`src/rtl/risc8_pkg.sv`:
```
// rtl/risc8_pkg.sv - shared opcode, ALU, write-back and state encodings for the RISC-8 core
package risc8_pkg;

  // Instruction opcodes (instr[15:12]); 4'hB..4'hE are undefined
  localparam logic [3:0] OP_NOP = 4'h0;
  localparam logic [3:0] OP_ADD = 4'h1;
  localparam logic [3:0] OP_SUB = 4'h2;
  localparam logic [3:0] OP_AND = 4'h3;
  localparam logic [3:0] OP_OR  = 4'h4;
  localparam logic [3:0] OP_XOR = 4'h5;
  localparam logic [3:0] OP_LDI = 4'h6;
  localparam logic [3:0] OP_LD  = 4'h7;
  localparam logic [3:0] OP_ST  = 4'h8;
  localparam logic [3:0] OP_BEQ = 4'h9;
  localparam logic [3:0] OP_JMP = 4'hA;
  localparam logic [3:0] OP_HLT = 4'hF;

  // ALU operation select
  localparam logic [2:0] ALU_ADD = 3'd0;
  localparam logic [2:0] ALU_SUB = 3'd1;
  localparam logic [2:0] ALU_AND = 3'd2;
  localparam logic [2:0] ALU_OR  = 3'd3;
  localparam logic [2:0] ALU_XOR = 3'd4;

  // Register file write-back source
  localparam logic [1:0] WB_ALU = 2'd0;
  localparam logic [1:0] WB_IMM = 2'd1;
  localparam logic [1:0] WB_MEM = 2'd2;

  // Control FSM states
  typedef enum logic [2:0] {
    S_FETCH  = 3'd0,
    S_DECODE = 3'd1,
    S_EXEC   = 3'd2,
    S_MEM    = 3'd3,
    S_WB     = 3'd4,
    S_HALT   = 3'd5
  } state_t;

  // ALU operation for an opcode; BEQ compares by subtraction
  function automatic logic [2:0] alu_op_of(input logic [3:0] opcode);
    logic [2:0] op;
    case (opcode)
      OP_ADD:  op = ALU_ADD;
      OP_SUB:  op = ALU_SUB;
      OP_AND:  op = ALU_AND;
      OP_OR:   op = ALU_OR;
      OP_XOR:  op = ALU_XOR;
      OP_BEQ:  op = ALU_SUB;
      default: op = ALU_ADD;
    endcase
    return op;
  endfunction

endpackage

```
`src/rtl/decodificator_instructiuni.sv`:
```
// rtl/decodificator_instructiuni.sv - splits a 16-bit instruction into its fields
module decodificator_instructiuni
  import risc8_pkg::*;
(
  input  logic [15:0] instr,
  output logic [3:0]  opcode,
  output logic [3:0]  rs,
  output logic [3:0]  rt,
  output logic [3:0]  rd,
  output logic [7:0]  imm,
  output logic        is_alu
);

  assign opcode = instr[15:12];
  assign rs     = instr[11:8];
  assign rt     = instr[7:4];
  assign rd     = instr[3:0];
  assign imm    = instr[7:0];

  // Register-to-register ALU instructions write rd in WB
  always_comb begin
    is_alu = 1'b0;
    case (opcode)
      OP_ADD, OP_SUB, OP_AND, OP_OR, OP_XOR: is_alu = 1'b1;
      default:                               is_alu = 1'b0;
    endcase
  end

endmodule

```
`src/rtl/unitate_control.sv`:
```
// rtl/unitate_control.sv - multi-cycle control FSM of the RISC-8 core (owns PC and IR)
module unitate_control
  import risc8_pkg::*;
#(
  parameter int                    PC_WIDTH = 8,
  parameter logic [PC_WIDTH-1:0]   RESET_PC = '0
) (
  input  logic                clk,
  input  logic                rst,
  output logic                imem_req,
  output logic [PC_WIDTH-1:0] imem_addr,
  input  logic [15:0]         imem_data,
  input  logic                imem_ack,
  output logic                dmem_req,
  output logic                dmem_we,
  input  logic                dmem_ack,
  output logic [3:0]          rf_ra1,
  output logic [3:0]          rf_ra2,
  output logic [3:0]          rf_wa,
  output logic                rf_we,
  output logic [1:0]          wb_sel,
  output logic [2:0]          alu_op,
  input  logic                alu_zero,
  output logic                halted,
  output logic                illegal
);

  localparam logic [PC_WIDTH-1:0] PC_ONE = {{(PC_WIDTH-1){1'b0}}, 1'b1};

  state_t              state;
  logic [PC_WIDTH-1:0] pc;
  logic [15:0]         ir;

  logic [3:0]          opcode;
  logic [3:0]          rs;
  logic [3:0]          rt;
  logic [3:0]          rd;
  logic [7:0]          imm;
  logic                is_alu;

  logic [PC_WIDTH-1:0] jmp_target;
  logic [PC_WIDTH-1:0] branch_off;

  decodificator_instructiuni u_dec (
    .instr  (ir),
    .opcode (opcode),
    .rs     (rs),
    .rt     (rt),
    .rd     (rd),
    .imm    (imm),
    .is_alu (is_alu)
  );

  // Register read ports follow IR, so they hold from DECODE until the next IR load
  assign rf_ra1    = rs;
  assign rf_ra2    = rt;
  assign imem_addr = pc;

  // JMP target is the immediate; BEQ offset is rd sign-extended to PC width
  assign jmp_target = PC_WIDTH'(imm);
  assign branch_off = {{(PC_WIDTH-4){rd[3]}}, rd};

  // Control FSM: every output is registered and set on the edge entering its state.
  // After reset imem_req is 0, so the first FETCH cycle only raises the request.
  always_ff @(posedge clk) begin
    if (rst) begin
      state    <= S_FETCH;
      pc       <= RESET_PC;
      ir       <= '0;
      imem_req <= 1'b0;
      dmem_req <= 1'b0;
      dmem_we  <= 1'b0;
      rf_wa    <= '0;
      rf_we    <= 1'b0;
      wb_sel   <= WB_ALU;
      alu_op   <= ALU_ADD;
      halted   <= 1'b0;
      illegal  <= 1'b0;
    end else begin
      rf_we <= 1'b0;
      case (state)
        S_FETCH: begin
          if (!imem_req) begin
            imem_req <= 1'b1;
          end else if (imem_ack) begin
            ir       <= imem_data;
            pc       <= pc + PC_ONE;
            imem_req <= 1'b0;
            state    <= S_DECODE;
          end
        end

        S_DECODE: begin
          case (opcode)
            OP_ADD, OP_SUB, OP_AND, OP_OR, OP_XOR, OP_BEQ: begin
              alu_op <= alu_op_of(opcode);
              state  <= S_EXEC;
            end
            OP_LDI: begin
              rf_wa  <= rs;
              wb_sel <= WB_IMM;
              rf_we  <= 1'b1;
              state  <= S_WB;
            end
            OP_LD, OP_ST: begin
              dmem_req <= 1'b1;
              dmem_we  <= (opcode == OP_ST);
              state    <= S_MEM;
            end
            OP_NOP: begin
              imem_req <= 1'b1;
              state    <= S_FETCH;
            end
            OP_JMP: begin
              pc       <= jmp_target;
              imem_req <= 1'b1;
              state    <= S_FETCH;
            end
            OP_HLT: begin
              halted <= 1'b1;
              state  <= S_HALT;
            end
            default: begin
              halted  <= 1'b1;
              illegal <= 1'b1;
              state   <= S_HALT;
            end
          endcase
        end

        S_EXEC: begin
          if (is_alu) begin
            rf_wa  <= rd;
            wb_sel <= WB_ALU;
            rf_we  <= 1'b1;
            state  <= S_WB;
          end else begin
            // BEQ: PC already points past the branch
            if (alu_zero) begin
              pc <= pc + branch_off;
            end
            imem_req <= 1'b1;
            state    <= S_FETCH;
          end
        end

        S_MEM: begin
          if (dmem_ack) begin
            dmem_req <= 1'b0;
            dmem_we  <= 1'b0;
            if (opcode == OP_LD) begin
              rf_wa  <= rt;
              wb_sel <= WB_MEM;
              rf_we  <= 1'b1;
              state  <= S_WB;
            end else begin
              imem_req <= 1'b1;
              state    <= S_FETCH;
            end
          end
        end

        S_WB: begin
          imem_req <= 1'b1;
          state    <= S_FETCH;
        end

        S_HALT: begin
          state <= S_HALT;
        end

        default: begin
          state <= S_FETCH;
        end
      endcase
    end
  end

endmodule

```
`config.mk`:
```
export PLATFORM = sky130hd
export DESIGN_NAME = unitate_control
export DESIGN_NICKNAME = d
export VERILOG_FILES = /design/src/rtl/risc8_pkg.sv /design/src/rtl/decodificator_instructiuni.sv /design/src/rtl/unitate_control.sv
export SDC_FILE = /design/constraint.sdc
export NUM_CORES = 1
export LEC_CHECK = 0
export CAP_MARGIN = 20
export CORE_MARGIN = 2
export CORE_UTILIZATION = 55
export DETAILED_ROUTE_END_ITERATION = 6
export PLACE_DENSITY = 0.95
export SYNTH_ARGS = -nofsm -noshare
export SYNTH_HDL_FRONTEND = slang
export SYNTH_HIERARCHICAL = 1
export SYNTH_SLANG_ARGS = --single-unit
```
`constraint.sdc`:
```
create_clock -name clk -period 4.9 [get_ports clk]
set_input_delay 1.225 -clock clk [delete_from_list [all_inputs] [get_ports clk]]
set_output_delay 1.225 -clock clk [all_outputs]
set_load 0.05 [all_outputs]
```
==> results.txt, run 1 <==
- Result of the run: complete, no violations
* Most frequently used flop master after synthesis: sky130_fd_sc_hd__dfxtp_1
- Non-Filler Instances: around 390
- Setup slack at placement: 1710 ps
* Maximum number of pins on one net before global-route repair: 31
- The floorplan step set the die width to slightly above 70 um.
* Relative slew slack: 0.377
* Number of buffers inserted to repair setup after CTS: 0
- The routed design could run at a clock period as short as 3350 ps.
- HPWL Detailed: approximately 4300 um
- Critical path class: reg -> reg
- In the finished design, the share of the clock period the worst path needs comes to 0.684.
- STA classifies the critical path endpoint as a flip-flop.
* Startpoint type of the worst setup path: flip-flop
- Slew at the pin with the worst max-slew slack: about 930 ps
- Once layout is complete, the utilization of the core stands at 0.670.
- Post-synthesis cell type count: between 50 and 60
- In this run the power density over the cells is roughly 270 nW/um2.
- Counting the fill cells in the layout gives 360.
- TritonCTS built the clock tree.
- At the later pin of the worst-skew pair, clock insertion delay measures about 300 ps.
- The final-report hold violation count came to 0.
- GR Util met2: 0.400
- Global-route track usage on met1: 0.327
- The floorplan step defined a core boundary enclosing between 4000 and 5000 um2.
* Overall routing resource usage: 0.249
- Yosys warning total: 6
- Setup slack closes at ~1500 ps.
- # H-tree levels: 2
- Wire length of the first global-routing pass: approximately 10000 um
- Post-CTS Hold Fix Bufs: 0
* Area taken by flip-flops and latches: about 840 um2
- After synthesis, the mean cell area works out to between 7 and 8 um2.
- Setup repair after global routing left no endpoint under its margin.
- Highest Clock Rate: 298 MHz
- Met3 demand-to-capacity share in global routing: 0.0450
* Hold Worst Slack: 469 ps
- The number of clock buffers added by TritonCTS is 5.
- PostCTS Resize Cnt: 0
- After global routing the overflow that remains totals 0.
- In this run the most used layer during global routing was met2.
- Worst Skew: 8.45 ps
- Post-Synthesis Net Count: roughly 350
- After floorplanning, the core was divided into 24 placement rows.
- For this design the static power due to leakage is between 1 and 1.5 nW.
- Number of remaining DRC errors: 0
* Part of the Yosys area used for sequential elements: 0.333
* Placed standard-cell area: between 2000 and 3000 um2
* Layout overhead on the synthesized area: 16.4%
- I/O pin total: 52
* Total standard cell area after synthesis: approximately 2500 um2
* Fin Setup TNS: 0 ps
- Setup violations, final: 0
* Initial antenna violation count: 0
- Of the cells placed in the final design, the portion with a size suffix greater than 1 is 0.0531.
* Number of nets in the finished design: between 300 and 400
* Count of TritonRoute iterations in the first routing pass: 4
- The worst-case IR drop observed on VDD is between 200 and 250 uV.
- DRC violation total after the first TritonRoute iteration: 162
- After detailed routing, the average wire length per cell comes to 16.0 um.
- Count of state elements after synthesis: 42
* DRT antenna net count: 0
- Antenna diode count: 0
- Via count of the first global-routing pass: roughly 2.2k
- Counting flops with an async set or reset pin after synthesis yields a share of 0.
- Vertical extent of the die: 71.7 um
* Drt via density: just over 6
- The congestion estimate from routability-driven global placement came to between 0.9 and 1.
- Across all layers, the routed design uses 2427 vias.
* Area of the multi-input gates: between 1000 and 1500 um2
- For this configuration, the core starts out at a cell density of 0.576.
- Max-cap violations in this run came to 0.
- Number of instances in the synthesized netlist: 324
- EDFF count, synth: 0
- Worst-case clock buffer depth: 2
- Worst hold-check path type: reg -> reg
* Critical path data required time: approximately 5100 ps
- Die area: 5150 um2
* Data arrival, critical path: approximately 3600 ps
- The design draws a little under 0.8 mW.
- The final max-slew violation count was 0.
* Cell count after placement: 382
- Drt total wl: 6260 um
- Clock sink count: between 40 and 50
- After routing the design area is just under 3000 um2.
* Largest fanout of any net on the critical path: 30
- Clock root buffer master: sky130_fd_sc_hd__clkbuf_8
- Clock slew seen by the registers of the worst setup and hold paths: around 90 ps
* PortBufs: 51
==> cells by family (layout without fill, tap and decap cells) <==
| group | Yosys count | count (layout) | synth area share |
|---|---|---|---|
| simple gates | 122 | 122 | 0.244 |
| compound gates | 94 | 94 | 0.243 |
| buf+inv | 51 | 66 | 0.117 |
| flops | 42 | 42 | 0.333 |
| xor+xnor | 6 | 6 | 0.0208 |
| mux | 5 | 5 | 0.0198 |
| fa+ha+maj | 4 | 4 | 0.0228 |
==> worst max-delay path, stage by stage (launching register included) <==
cell,delay (ps)
sky130_fd_sc_hd__dfxtp_1,940
sky130_fd_sc_hd__nand2_1,260
sky130_fd_sc_hd__or3_1,370
sky130_fd_sc_hd__ha_1,220
sky130_fd_sc_hd__fa_1,420
sky130_fd_sc_hd__a21oi_1,270
sky130_fd_sc_hd__nand2_1,130
sky130_fd_sc_hd__o22ai_1,240
sky130_fd_sc_hd__o21ai_0,120
sky130_fd_sc_hd__a32o_1,280
==> synthesized netlist by cell type (4+ instances only) <==
cell                        n  area share
sky130_fd_sc_hd__nand2_1   55       0.082
sky130_fd_sc_hd__dfxtp_1   42        0.33
sky130_fd_sc_hd__a21oi_1   36       0.071
sky130_fd_sc_hd__buf_4     25       0.074
sky130_fd_sc_hd__nor2_1    19       0.028
sky130_fd_sc_hd__o21ai_0   17       0.034
sky130_fd_sc_hd__clkbuf_1  13       0.019
sky130_fd_sc_hd__buf_2      7       0.014
sky130_fd_sc_hd__nand2b_1   7       0.017
sky130_fd_sc_hd__nand3_1    6       0.012
sky130_fd_sc_hd__or3_1      6       0.015
sky130_fd_sc_hd__inv_1      5      0.0074
sky130_fd_sc_hd__mux2i_1    5       0.020
sky130_fd_sc_hd__a211oi_1   4       0.012
sky130_fd_sc_hd__a311oi_1   4       0.014
sky130_fd_sc_hd__nor3b_1    4       0.012
==> power breakdown <==
group | switching, mW | total, mW | leakage, nW | internal [mW]
registers | 0.0274 | 0.383 | 0.341 | 0.356
logic | 0.0973 | 0.163 | 0.641 | 0.0660
clock network | 0.125 | 0.239 | 0.0472 | 0.113
==> layout make-up <==
class                           instances  share of cell area
Timing Repair Buffer                   53               0.180
Clock buffer                            6              0.0281
Multi-Input combinational cell        231               0.473
Tap cell                               52              0.0221
Inverter                                5             0.00639
Sequential cell                        42               0.286
Clock inverter                          2             0.00426
==> per-layer routing <==
| layer | vias to the layer above | routed length [um] |
|---|---|---|
| li1 | 1160 | - |
| met1 | 1113 | 2620 |
| met2 | 135 | 2990 |
| met3 | 19 | 495 |
| met4 | 0 | 151 |
| met5 | - | 0 |
==> cells in the final DEF (no fill, tap or decap), types with 2 or more instances in the layout <==
master	count
sky130_fd_sc_hd__nand3b_1	3
sky130_fd_sc_hd__a22o_1	3
sky130_fd_sc_hd__nor3b_1	4
sky130_fd_sc_hd__inv_1	5
sky130_fd_sc_hd__clkdlybuf4s50_1	51
sky130_fd_sc_hd__xnor2_1	3
sky130_fd_sc_hd__mux2i_1	5
sky130_fd_sc_hd__clkbuf_8	6
sky130_fd_sc_hd__ha_1	3
sky130_fd_sc_hd__nor2_1	19
sky130_fd_sc_hd__a211oi_1	4
sky130_fd_sc_hd__nor4_1	2
sky130_fd_sc_hd__a32o_1	3
sky130_fd_sc_hd__nor2b_1	3
sky130_fd_sc_hd__o21ai_0	17
sky130_fd_sc_hd__nand2b_1	7
sky130_fd_sc_hd__nor3_1	3
sky130_fd_sc_hd__dfxtp_1	42
sky130_fd_sc_hd__a21oi_1	36
sky130_fd_sc_hd__a311oi_1	4
sky130_fd_sc_hd__nor4bb_1	2
sky130_fd_sc_hd__a31oi_1	2
sky130_fd_sc_hd__o2111ai_1	3
sky130_fd_sc_hd__or3_1	6
sky130_fd_sc_hd__a221oi_1	3
sky130_fd_sc_hd__nand2_1	55
sky130_fd_sc_hd__o211ai_1	2
sky130_fd_sc_hd__a211o_1	2
sky130_fd_sc_hd__nand3_1	6
sky130_fd_sc_hd__and3_1	2
sky130_fd_sc_hd__o21bai_1	3
sky130_fd_sc_hd__xor2_1	3
==> worst paths after layout <==
check / startpoint / to / slack (ps) / depth (start not counted)
min: alu_op[1]$_SDFFE_PP0P_ / alu_op[1]$_SDFFE_PP0P_ / 470 / 2
max: state[1]$_SDFFE_PP0P_ / imem_addr[6]$_SDFFE_PP0P_ / 1550 / 9
min reg2reg: alu_op[1]$_SDFFE_PP0P_ / alu_op[1]$_SDFFE_PP0P_ / 470 / 2
max reg2reg: state[1]$_SDFFE_PP0P_ / imem_addr[6]$_SDFFE_PP0P_ / 1550 / 9
==> state kept, by name, summed over array words and instances (netlist names) <==
signal and cells:
imem_addr 8, rf_wa 4, imem_req 1, halted 1, wb_sel 2, alu_op 3
dmem_we 1, state 3, illegal 1, rf_we 1, dmem_req 1, ir 16
Power figures use the tool's default switching activity.
==> inputs of run 2 (changes only) <==
--- a/config.mk
+++ b/config.mk
@@ -7,9 +7,9 @@
 export LEC_CHECK = 0
 export CAP_MARGIN = 20
 export CORE_MARGIN = 2
-export CORE_UTILIZATION = 55
+export CORE_UTILIZATION = 51
 export DETAILED_ROUTE_END_ITERATION = 6
-export PLACE_DENSITY = 0.95
+export PLACE_DENSITY = 0.92
 export SYNTH_ARGS = -nofsm -noshare
 export SYNTH_HDL_FRONTEND = slang
 export SYNTH_HIERARCHICAL = 1
==> constraint.sdc (replaced) <==
create_clock -name clk -period 3.4 [get_ports clk]
set_input_delay 0.85 -clock clk [delete_from_list [all_inputs] [get_ports clk]]
set_output_delay 0.85 -clock clk [all_outputs]
set_load 0.05 [all_outputs]
==> run 2 against run 1 <==
Die area rose by 7.4%; first-iteration DRC count rose by 29%; combinational power rose by 45%; register-to-register slack got worse by 920 ps; clock power rose by 50%; non-clock buffer count rose by 3; largest power group unchanged.
==> results.txt, run 2 (synthesized netlist as in run 1, its figures left out) <==
* Relative slew slack: 0.488 (was 0.377)
- The startpoint of the most critical register-to-register path is state[2]$_SDFFE_PP0P_ (was state[1]$_SDFFE_PP0P_).
- HPWL Detailed: 4140 um (was 4270 um)
- Worst Skew: 11.7 ps (was 8.45 ps)
- The kind of start point of the critical path is a flip-flop (unchanged).
- The portion of the clock cycle consumed by the worst path in the final layout is 0.815 (was 0.684).
* Lkg Pwr: 1.04 nW (was 1.03 nW)
* Routability congestion estimate: 0.992 (was 0.945)
* Power density over the cells: 384 nW/um2 (was 267 nW/um2)
- Vertical extent of the die: 74.3 um (was 71.7 um)
- Area taken by flip-flops and latches: 841 um2 (unchanged)
- The number of nets at the end of the flow came to 366 (was 363).
- The max capacitance violation total is 0 (unchanged).
- Largest reg by FF count: ir (unchanged)
- Via count of the first global-routing pass: 2159 (was 2217)
- DRT antenna net count: 0 (unchanged)
- The standard-cell row count is 25 (was 24).
* Startpoint of the most critical hold path: alu_op[1]$_SDFFE_PP0P_ (unchanged)
- DRC violation total after the first TritonRoute iteration: 209 (was 162)
- The final max-slew violation count was 0 (unchanged).
* GRT Residual Overflow: 0 (unchanged)
* Most common cell after layout, fill and taps aside: sky130_fd_sc_hd__nand2_1 (unchanged)
* PortBufs: 51 (unchanged)
- Wire length of the first global-routing pass: 9850 um (was 10200 um)
- RSZ-0062 raised after global routing: no (unchanged).
- Largest fanout of any net on the critical path: 19 (was 30)
- The clock-pin slew on the worst setup and hold paths is 90 ps (about the same).
* Final Hold Fails: 0 (unchanged)
- Post-CTS Hold Fix Bufs: 0 (unchanged)
* Fin util: 0.627 (was 0.670)
- The final wirelength came to 6000 um (was 6260 um).
- The area enclosed by the die boundary was 5530 um2 (was 5150 um2).
- Layout overhead on the synthesized area: 18.0% (was 16.4%)
- Total via count in the routed design: 2369 (was 2427)
* Commonest cells after routing, fill and taps aside: sky130_fd_sc_hd__nand2_1, sky130_fd_sc_hd__clkdlybuf4s50_1, sky130_fd_sc_hd__dfxtp_1 (unchanged)
- Flip-flop count of the largest register after layout: 16 (unchanged)
- Initial antenna violation count: 0 (unchanged)
- Critical path data required time: 3610 ps (was 5100 ps)
* Fin Setup TNS: 0 ps (unchanged)
* I/O pin total: 52 (unchanged)
* Area of the multi-input gates: 1390 um2 (unchanged)
- Clock root buffer master: sky130_fd_sc_hd__clkbuf_8 (unchanged)
- The peak ir drop on the vdd network was 258 uV (was 213 uV).
* Minimum clock period: 2770 ps (was 3350 ps)
- The count of antenna diodes in the layout was 0 (unchanged).
- Number of buffers inserted to repair setup after CTS: 0 (unchanged)
* Core Box Area: 4750 um2 (was 4380 um2)
* Category of the worst setup path capture point: flip-flop (unchanged)
- The number of remaining DRC errors is 0 (unchanged).
* Drt via density: 5.79 (was 6.21)
* WL per Instance: 14.7 um (was 16.0 um)
- Number of clock buffers inserted by TritonCTS: 5 (unchanged)
- The fmax came to 361 MHz (was 298 MHz).
- The fraction of final layout cells sized beyond drive strength 1 is 0.0614 (was 0.0531).
* Clock sink count: 42 (unchanged)
- Setup violations, final: 0 (unchanged)
- The die boundary width came to 74.3 um (was 71.7 um).
- The clock latency reported for the late side of the worst-skew pair was 310 ps (was 300 ps).
- Beginning of the critical path: state[2]$_SDFFE_PP0P_ (was state[1]$_SDFFE_PP0P_)
- Worst-case clock buffer depth: 2 (unchanged)
- # H-tree levels: 2 (unchanged)
* Slew at the pin with the worst max-slew slack: 767 ps (was 934 ps)
- Result of the run: complete, no violations (unchanged).
- Cells traversed along the worst timing path: inv_1, nand2_1, nor3b_1, ha_1, a21o_1, a21oi_1, mux2i_1, o21ai_0, a32o_1 (was nand2_1, or3_1, ha_1, fa_1, a21oi_1, nand2_1, o22ai_1, o21ai_0, a32o_1)
- Worst hold-check path type: reg -> reg (unchanged)
* Data arrival, critical path: 2980 ps (was 3560 ps)
* Fillers: 406 (was 360)
- The TritonCTS clock tree was done (unchanged).
- The largest net degree at the start of global routing was 30 (was 31).
* PostCTS Resize Cnt: 0 (unchanged)
* Critical path class: reg -> reg (unchanged)
- The total iterations of the first detailed-routing run was 5 (was 4).
- Overall routing resource usage: 0.230 (was 0.249)
- Worst stage delay on the critical path: 510 ps (was 940 ps)
- The slowest stage cell on the critical path is sky130_fd_sc_hd__dfxtp_1 (unchanged).
- Starting density of the core: 0.531 (was 0.576)
-- run 2: changes by cell type in the layout (fill, tap and decap cells not counted) --
cell                       previous run  this run
sky130_fd_sc_hd__buf_6                1         0
sky130_fd_sc_hd__inv_6                0         1
sky130_fd_sc_hd__clkinv_2             1         0
sky130_fd_sc_hd__buf_4                1         5
-- run 2: per-layer routing --
layer  routed length [um]  global-route usage  share of wire  vias up
met5                    0                   0              0        -
met4                  128               0.107          0.021        0
met3                  411              0.0393          0.069       11
met2                 2830               0.369           0.47      104
met1                 2630               0.303           0.44     1093
li1                     -                   -              -     1161
-- run 2: worst paths after layout --
check                              end  slack (ps)  cells after the start
max          imem_addr[5]$_SDFFE_PP0P_         630                      9
min             alu_op[1]$_SDFFE_PP0P_         470                      2
max reg2reg  imem_addr[5]$_SDFFE_PP0P_         630                      9
min reg2reg     alu_op[1]$_SDFFE_PP0P_         470                      2
-- run 2: worst max-delay path: cells and delay by family, from the launching register on --
family	cells	cell delay, ps
adder cells (fa/ha/maj)	1	310
multiplexers	1	290
buffers and inverters	1	150
flip-flops	1	510
AND/OR/NAND/NOR	2	490
AO/OA/AOI/OAI	4	910
-- run 2: final cells by class --
cell class,instances,area share
multi-input combinational,231,0.466
sequential,42,0.282
timing repair buffer,56,0.184
tap,67,0.0281
clock buffer,6,0.0277
inverter,5,0.00630
clock inverter,2,0.00546
-- run 2: stage by stage --
stage               instance area [um2]  power (mW)  instances  hold slack, ps  worst slack [ps]
floorplan                          2520       0.732        324             437               669
global placement                   2880       0.787        401             453               797
detailed placement                 2880       0.792        401             463               707
CTS                                2980        1.14        409             476               679
global route                       2980        1.19        409             490               377
finish                             2980        1.14        409             471               628
-- run 2: power by group --
group	switching, mW	internal (mW)	total (mW)
Clock	0.191	0.167	0.359
Sequential	0.0360	0.513	0.549
Combinational	0.140	0.0957	0.236
Total	0.367	0.776	1.14
